`config.mk`:
```
export PLATFORM = sky130hd
export DESIGN_NAME = uart_rx_fifo
export DESIGN_NICKNAME = d
export VERILOG_FILES = /design/src/rtl/uart_rx_fifo.sv
export SDC_FILE = /design/constraint.sdc
export NUM_CORES = 1
export LEC_CHECK = 0
export CAP_MARGIN = 20
export CORE_ASPECT_RATIO = 0.75
export CORE_MARGIN = 2
export CORE_UTILIZATION = 45
export CTS_CLUSTER_SIZE = 20
export DETAILED_ROUTE_END_ITERATION = 16
export GPL_ROUTABILITY_DRIVEN = 0
export HOLD_SLACK_MARGIN = 0.08
export SLEW_MARGIN = 20
export SYNTH_ARGS = -nofsm -noshare
export SYNTH_HDL_FRONTEND = slang
export SYNTH_SLANG_ARGS = --single-unit
```
`constraint.sdc`:
```
create_clock -name CLK -period 4.8 [get_ports CLK]
set_input_delay 0.48 -clock CLK [delete_from_list [all_inputs] [get_ports CLK]]
set_output_delay 0.48 -clock CLK [all_outputs]
set_load 0.01 [all_outputs]
```
`src/rtl/uart_rx_fifo.sv`:
```
// 8N1 UART receiver feeding a byte FIFO popped with a valid/ready handshake.
// Define UART_RX_MAJORITY_EN to take each bit as a 3-sample majority vote around the tick.
module uart_rx_fifo #(
  parameter int FIFO_DEPTH = 16,
  parameter int CNT_W      = 9
) (
  input  logic             CLK,
  input  logic             RES,
  input  logic [15:0]      DIV,
  input  logic             RXD,
  output logic [7:0]       RX_DATA,
  output logic             RX_VALID,
  input  logic             RX_READY,
  output logic [CNT_W-1:0] RX_COUNT,
  output logic             RX_BUSY,
  output logic             FRAME_ERR,
  output logic             OVERRUN,
  input  logic             CLR_ERR
);

  localparam int AW = $clog2(FIFO_DEPTH);

  typedef enum logic [2:0] {S_IDLE, S_START, S_DATA, S_STOP, S_BREAK} state_t;

`ifdef UART_RX_MAJORITY_EN
  localparam int FILL_W = 3;
`else
  localparam int FILL_W = 2;
`endif

  // ---------------------------------------------------------------- input sampling
  logic              sync1_q;
  logic              rxs_q;
  logic              prev_q;
  logic [FILL_W-1:0] fill_q;
  logic              armed_q;
  logic              sample;
  logic              cur_bit;
  logic              last_bit;
  logic              cur_real;

`ifdef UART_RX_MAJORITY_EN
  logic prev2_q;

  always_ff @(posedge CLK or posedge RES) begin
    if (RES) prev2_q <= 1'b1;
    else     prev2_q <= prev_q;
  end

  // Vote is centred on prev_q, so the whole schedule runs one cycle behind rxs.
  assign sample   = (prev2_q & prev_q) | (prev2_q & rxs_q) | (prev_q & rxs_q);
  assign cur_bit  = prev_q;
  assign last_bit = prev2_q;
`else
  assign sample   = rxs_q;
  assign cur_bit  = rxs_q;
  assign last_bit = prev_q;
`endif
  assign cur_real = fill_q[FILL_W-1];

  // The flops reset to 1, so a start is only trusted once real line data shows high.
  always_ff @(posedge CLK or posedge RES) begin
    if (RES) begin
      sync1_q <= 1'b1;
      rxs_q   <= 1'b1;
      prev_q  <= 1'b1;
      fill_q  <= '0;
      armed_q <= 1'b0;
    end else begin
      sync1_q <= RXD;
      rxs_q   <= sync1_q;
      prev_q  <= rxs_q;
      fill_q  <= {fill_q[FILL_W-2:0], 1'b1};
      armed_q <= armed_q | (cur_real & cur_bit);
    end
  end

  // ---------------------------------------------------------------- receive FSM
  state_t      state_q;
  logic [15:0] cnt_q;
  logic [2:0]  bit_cnt_q;
  logic [7:0]  shift_q;
  logic        busy_q;
  logic        frame_err_q;
  logic [15:0] div_eff;
  logic        tick;
  logic        fall;
  logic        push_req;

  assign div_eff  = (DIV < 16'd3) ? 16'd3 : DIV;
  assign tick     = (cnt_q == 16'd0);
  assign fall     = armed_q & last_bit & ~cur_bit;
  assign push_req = (state_q == S_STOP) & tick & sample;

  always_ff @(posedge CLK or posedge RES) begin
    if (RES) begin
      state_q     <= S_IDLE;
      cnt_q       <= 16'd0;
      bit_cnt_q   <= 3'd0;
      shift_q     <= 8'd0;
      busy_q      <= 1'b0;
      frame_err_q <= 1'b0;
    end else begin
      frame_err_q <= 1'b0;
      if (cnt_q != 16'd0) cnt_q <= cnt_q - 16'd1;
      case (state_q)
        S_IDLE: begin
          if (fall) begin
            state_q <= S_START;
            cnt_q   <= div_eff >> 1;
            busy_q  <= 1'b1;
          end
        end
        S_START: begin
          if (tick) begin
            if (!sample) begin
              state_q   <= S_DATA;
              cnt_q     <= div_eff;
              bit_cnt_q <= 3'd0;
            end else begin
              state_q <= S_IDLE;
              busy_q  <= 1'b0;
            end
          end
        end
        S_DATA: begin
          if (tick) begin
            shift_q   <= {sample, shift_q[7:1]};
            cnt_q     <= div_eff;
            bit_cnt_q <= bit_cnt_q + 3'd1;
            if (bit_cnt_q == 3'd7) state_q <= S_STOP;
          end
        end
        S_STOP: begin
          if (tick) begin
            if (sample) begin
              state_q <= S_IDLE;
              busy_q  <= 1'b0;
            end else begin
              state_q     <= S_BREAK;
              frame_err_q <= 1'b1;
            end
          end
        end
        S_BREAK: begin
          if (sample) begin
            state_q <= S_IDLE;
            busy_q  <= 1'b0;
          end
        end
        default: begin
          state_q <= S_IDLE;
          busy_q  <= 1'b0;
        end
      endcase
    end
  end

  // ---------------------------------------------------------------- receive FIFO
  logic [7:0] mem [FIFO_DEPTH];
  logic [AW:0] wr_q;
  logic [AW:0] rd_q;
  logic [AW:0] count;
  logic        empty;
  logic        full;
  logic        pop;
  logic        push;
  logic        overrun_q;

  assign empty = (wr_q == rd_q);
  assign full  = (wr_q[AW] != rd_q[AW]) && (wr_q[AW-1:0] == rd_q[AW-1:0]);
  assign pop   = RX_READY & ~empty;
  // A simultaneous pop frees the slot, so a push into a full FIFO still lands.
  assign push  = push_req & (~full | pop);
  assign count = wr_q - rd_q;

  always_ff @(posedge CLK or posedge RES) begin
    if (RES) begin
      wr_q      <= '0;
      rd_q      <= '0;
      overrun_q <= 1'b0;
    end else begin
      if (push) wr_q <= wr_q + 1'b1;
      if (pop)  rd_q <= rd_q + 1'b1;
      if (push_req && full && !pop) overrun_q <= 1'b1;
      else if (CLR_ERR)             overrun_q <= 1'b0;
    end
  end

  always_ff @(posedge CLK) begin
    if (push) mem[wr_q[AW-1:0]] <= shift_q;
  end

  assign RX_DATA   = empty ? 8'h00 : mem[rd_q[AW-1:0]];
  assign RX_VALID  = ~empty;
  assign RX_COUNT  = CNT_W'(count);
  assign RX_BUSY   = busy_q;
  assign FRAME_ERR = frame_err_q;
  assign OVERRUN   = overrun_q;

endmodule

```
==> results.yml <==
worst_hold_path:
  hp-class: "reg -> reg"
  worst_hold_path.endpoint: "cur_bit$_DFF_PP1_"
  hold_depth: 0
  hp-start: "sync1_q$_DFF_PP1_"
die:
  die_y_um: 118
  dieArea_um2: 18400
  core.rowCount: 41
  core-area_um2: 16900
  io_pins: 42
  start_util_pct: 46.1
  die_x_um: 156
power_and_ir_drop:
  power_switching_mw: 1.50
  power_leakage_nw: 3.17
  total_power_mw: 4.78
  vdd_drop_max_mv: 0.240
  swShare_pct: 31.5
  pwr-share-seq_pct: 40.0
  combPwrFrac_pct: 28.9
  p_int_mw: 3.27
  clkPwrFrac_pct: 31.0
  powerDensity_nw_per_um2: 529
sta:
  max_freq_mhz: 278
  setup_tns_ns: 0
  setup_violations: 0
  finalCritPeriodShare_pct: 74.9
  worst-slew-pin-transition_ns: 1.04
  hold_viol: 0
  slew_viol_final: 0
  fin_crit_ns: 3.59
  rsz0062_at_grt: "false"
  skew_ns: 0.00644
  max_slew_margin_pct: 29.8
grt:
  antenna_found_initial: 0
  grt-ovfl-total: 0
  grtUsageTotal_pct: 19.4
  grt_pass1_wl_um: 26200
  grt_max_degree: 50
  grt_pass1_vias: 4498
run_status:
  status: "completed"
cells_and_area:
  areaGrowthSynthToFinish_pct: 16.0
  nets: 589
  antennaDiodeCount: 0
  seqCellArea_um2: 5070
  utilization_pct: 53.5
  fillCellCount: 1349
  multiInputGateArea_um2: 2530
  fin_area_um2: 9030
  drive_gt1_share_pct: 17.1
  final_cells: 782
cts:
  clk_latency_ns: 0.43
  cts_resized: 0
  cts_tree: "yes"
  ctsHoldBuffers: 0
  cts_buffer_depth: 2
  cts_root_buf: "clkbuf_16"
  cts_setup_buffers: 0
  htreeDepth: 4
  cts_buffers: 17
  clkTransAtPathRegs_ns: 0.07
  cts_sinks: 177
yosys:
  ys_seq_area_share_pct: 65.2
  synth_edf_count: 128
  syn_area_um2: 7780
  async_flop_share_pct: 27.7
  synth_area_per_cell_um2: 15.2
  synthMostInstantiatedCell: "edfxtp_1"
  ys_seq_elements: 177
  synth_cell_type_count: 59
  ys_top_cells_by_count: "edfxtp_1 (128), dfrtp_1 (46), nand2_1 (35), mux4_2 (32), nor2_1 (32)"
  synthFlopType: "edfxtp_1"
  yosysTopAreaCellShare_pct: 49.4
  syn_inst: 513
  synth_top_area_cell: "edfxtp_1"
  ys_top_cells_by_area: "edfxtp_1 (49%), dfrtp_1 (15%), mux4_2 (9.3%), ha_1 (2.1%), nand2_1 (1.7%)"
  ys_warn_count: 0
critical_path:
  required_ns: 4.32
  path_max_fanout: 11
  arrival_ns: 3.11
  timing.critical_path.slowest_stage_cell: "dfrtp_1"
  rrSetupSlack_ns: 1.59
  end_kind: "primary output"
  slowest_delay_ns: 0.59
  ff2ff_path_depth: 7
  rr_endpoint: "mem[10][2]$_DFFE_PP_"
  worstReg2RegStart: "rd_q[3]$_DFFE_PP0P_"
  cp_cell_sequence: "inv_1 -> ha_1 -> nand4_1 -> nor2_1 -> a211oi_1 -> clkdlybuf4s50_1"
  path_class: "reg -> out"
  cp-start-kind: "flop"
placement:
  dpl_cell_area_um2: 8370
  placed_cells: 750
  place_hpwl_um: 11200
  numPortBuffers: 37
job:
  cap_violations: 0
drt:
  viasPerCell: 5.85
  wl_um: 16700
  drt_pass1_iterations: 5
  routedWlPerCell_um: 21.3
  post-route-drc-count: 0
  ant_nets: 0
  via_count: 4575
  drtIter0Drc: 483
==> power groups by stage <==
stage | Sequential (mW) | Clock (mW) | Combinational (mW)
finish | 1.91 | 1.48 | 1.38
global route | 1.94 | 1.57 | 1.49
CTS | 1.91 | 1.51 | 1.38
detailed placement | 1.94 | 0 | 1.38
global placement | 1.93 | 0 | 1.36
floorplan | 1.85 | 0 | 0.957
==> logic make-up after synthesis <==
| family | share of synthesized area [%] |
|---|---|
| AO/OA/AOI/OAI | 5.95 |
| XOR/XNOR | 2.25 |
| adder cells (fa/ha/maj) | 2.35 |
| buffers and inverters | 2.48 |
| flip-flops | 65.2 |
| multiplexers | 12.1 |
| other | 0.0965 |
| AND/OR/NAND/NOR | 9.54 |
==> critical path: cells and delay by family, from the launching register on <==
kind                       cells  cell delay [ns]
AOI/OAI and AO/OA              1             0.19
adders and majority gates      1             0.40
buffers and inverters          2             0.79
DFF                            1             0.59
and+or+nand+nor                2             0.73
==> worst max path at each step <==
stage | depth (start not counted) | start | slack (ns) | to
2_1_floorplan | 8 | rd_q[1]$_DFFE_PP0P_ | 1.91 | mem[3][0]$_DFFE_PP_
3_3_place_gp | 6 | rd_q[0]$_DFFE_PP0P_ | 1.62 | RX_DATA[4]
3_5_place_dp | 6 | rd_q[0]$_DFFE_PP0P_ | 1.63 | mem[11][1]$_DFFE_PP_
4_1_cts | 6 | rd_q[0]$_DFFE_PP0P_ | 1.17 | RX_DATA[4]
5_1_grt | 6 | rd_q[3]$_DFFE_PP0P_ | 0.98 | RX_DATA[4]
6_report | 6 | rd_q[3]$_DFFE_PP0P_ | 1.21 | RX_DATA[4]
==> per-stage QoR <==
stage	setup slack (ns)	hold slack (ns)
2_1_floorplan	1.91	0.331
3_3_place_gp	1.62	0.331
3_5_place_dp	1.63	0.347
4_1_cts	1.17	0.358
5_1_grt	0.983	0.364
6_report	1.21	0.357
==> registers in the layout (all words and copies together), names as in the netlist <==
| signal | flops |
|---|---|
| FRAME_ERR | 1 |
| OVERRUN | 1 |
| RX_BUSY | 1 |
| armed_q | 1 |
| bit_cnt_q | 3 |
| cnt_q | 16 |
| cur_bit | 1 |
| fill_q | 2 |
| last_bit | 1 |
| mem | 128 |
| rd_q | 5 |
| shift_q | 8 |
| state_q | 3 |
| sync1_q | 1 |
| wr_q | 5 |
==> cells in the final DEF (no fill, tap or decap), types with 8 or more instances in the layout <==
master,instances
nand2_1,35
o21ai_0,19
inv_1,13
clkdlybuf4s50_1,37
clkbuf_16,17
nor3_1,13
edfxtp_1,128
nor4_1,8
nor2_1,32
a22oi_1,12
dfrtp_1,45
ha_1,13
mux2i_1,12
buf_4,10
a21oi_1,11
mux2_2,8
a211oi_1,8
xnor2_1,15
and3_1,8
mux4_2,32
==> final cells by class <==
class / instances / share of cell area [%]
Multi-Input combinational cell: 295 / 28.1
Clock inverter: 15 / 2.41
Timing Repair Buffer: 47 / 4.93
Clock buffer: 17 / 4.71
Inverter: 16 / 0.679
Tap cell: 215 / 2.98
Sequential cell: 177 / 56.2
==> metal layers <==
| layer | track usage, % | part of all wire (%) | vias to the layer above |
|---|---|---|---|
| li1 | - | - | 2054 |
| met1 | 30.3 | 48 | 2370 |
| met2 | 26.6 | 44 | 141 |
| met3 | 5.82 | 7.1 | 10 |
| met4 | 4.93 | 0.85 | 0 |
| met5 | 0 | 0 | - |
(Power assumes the default switching activity.)
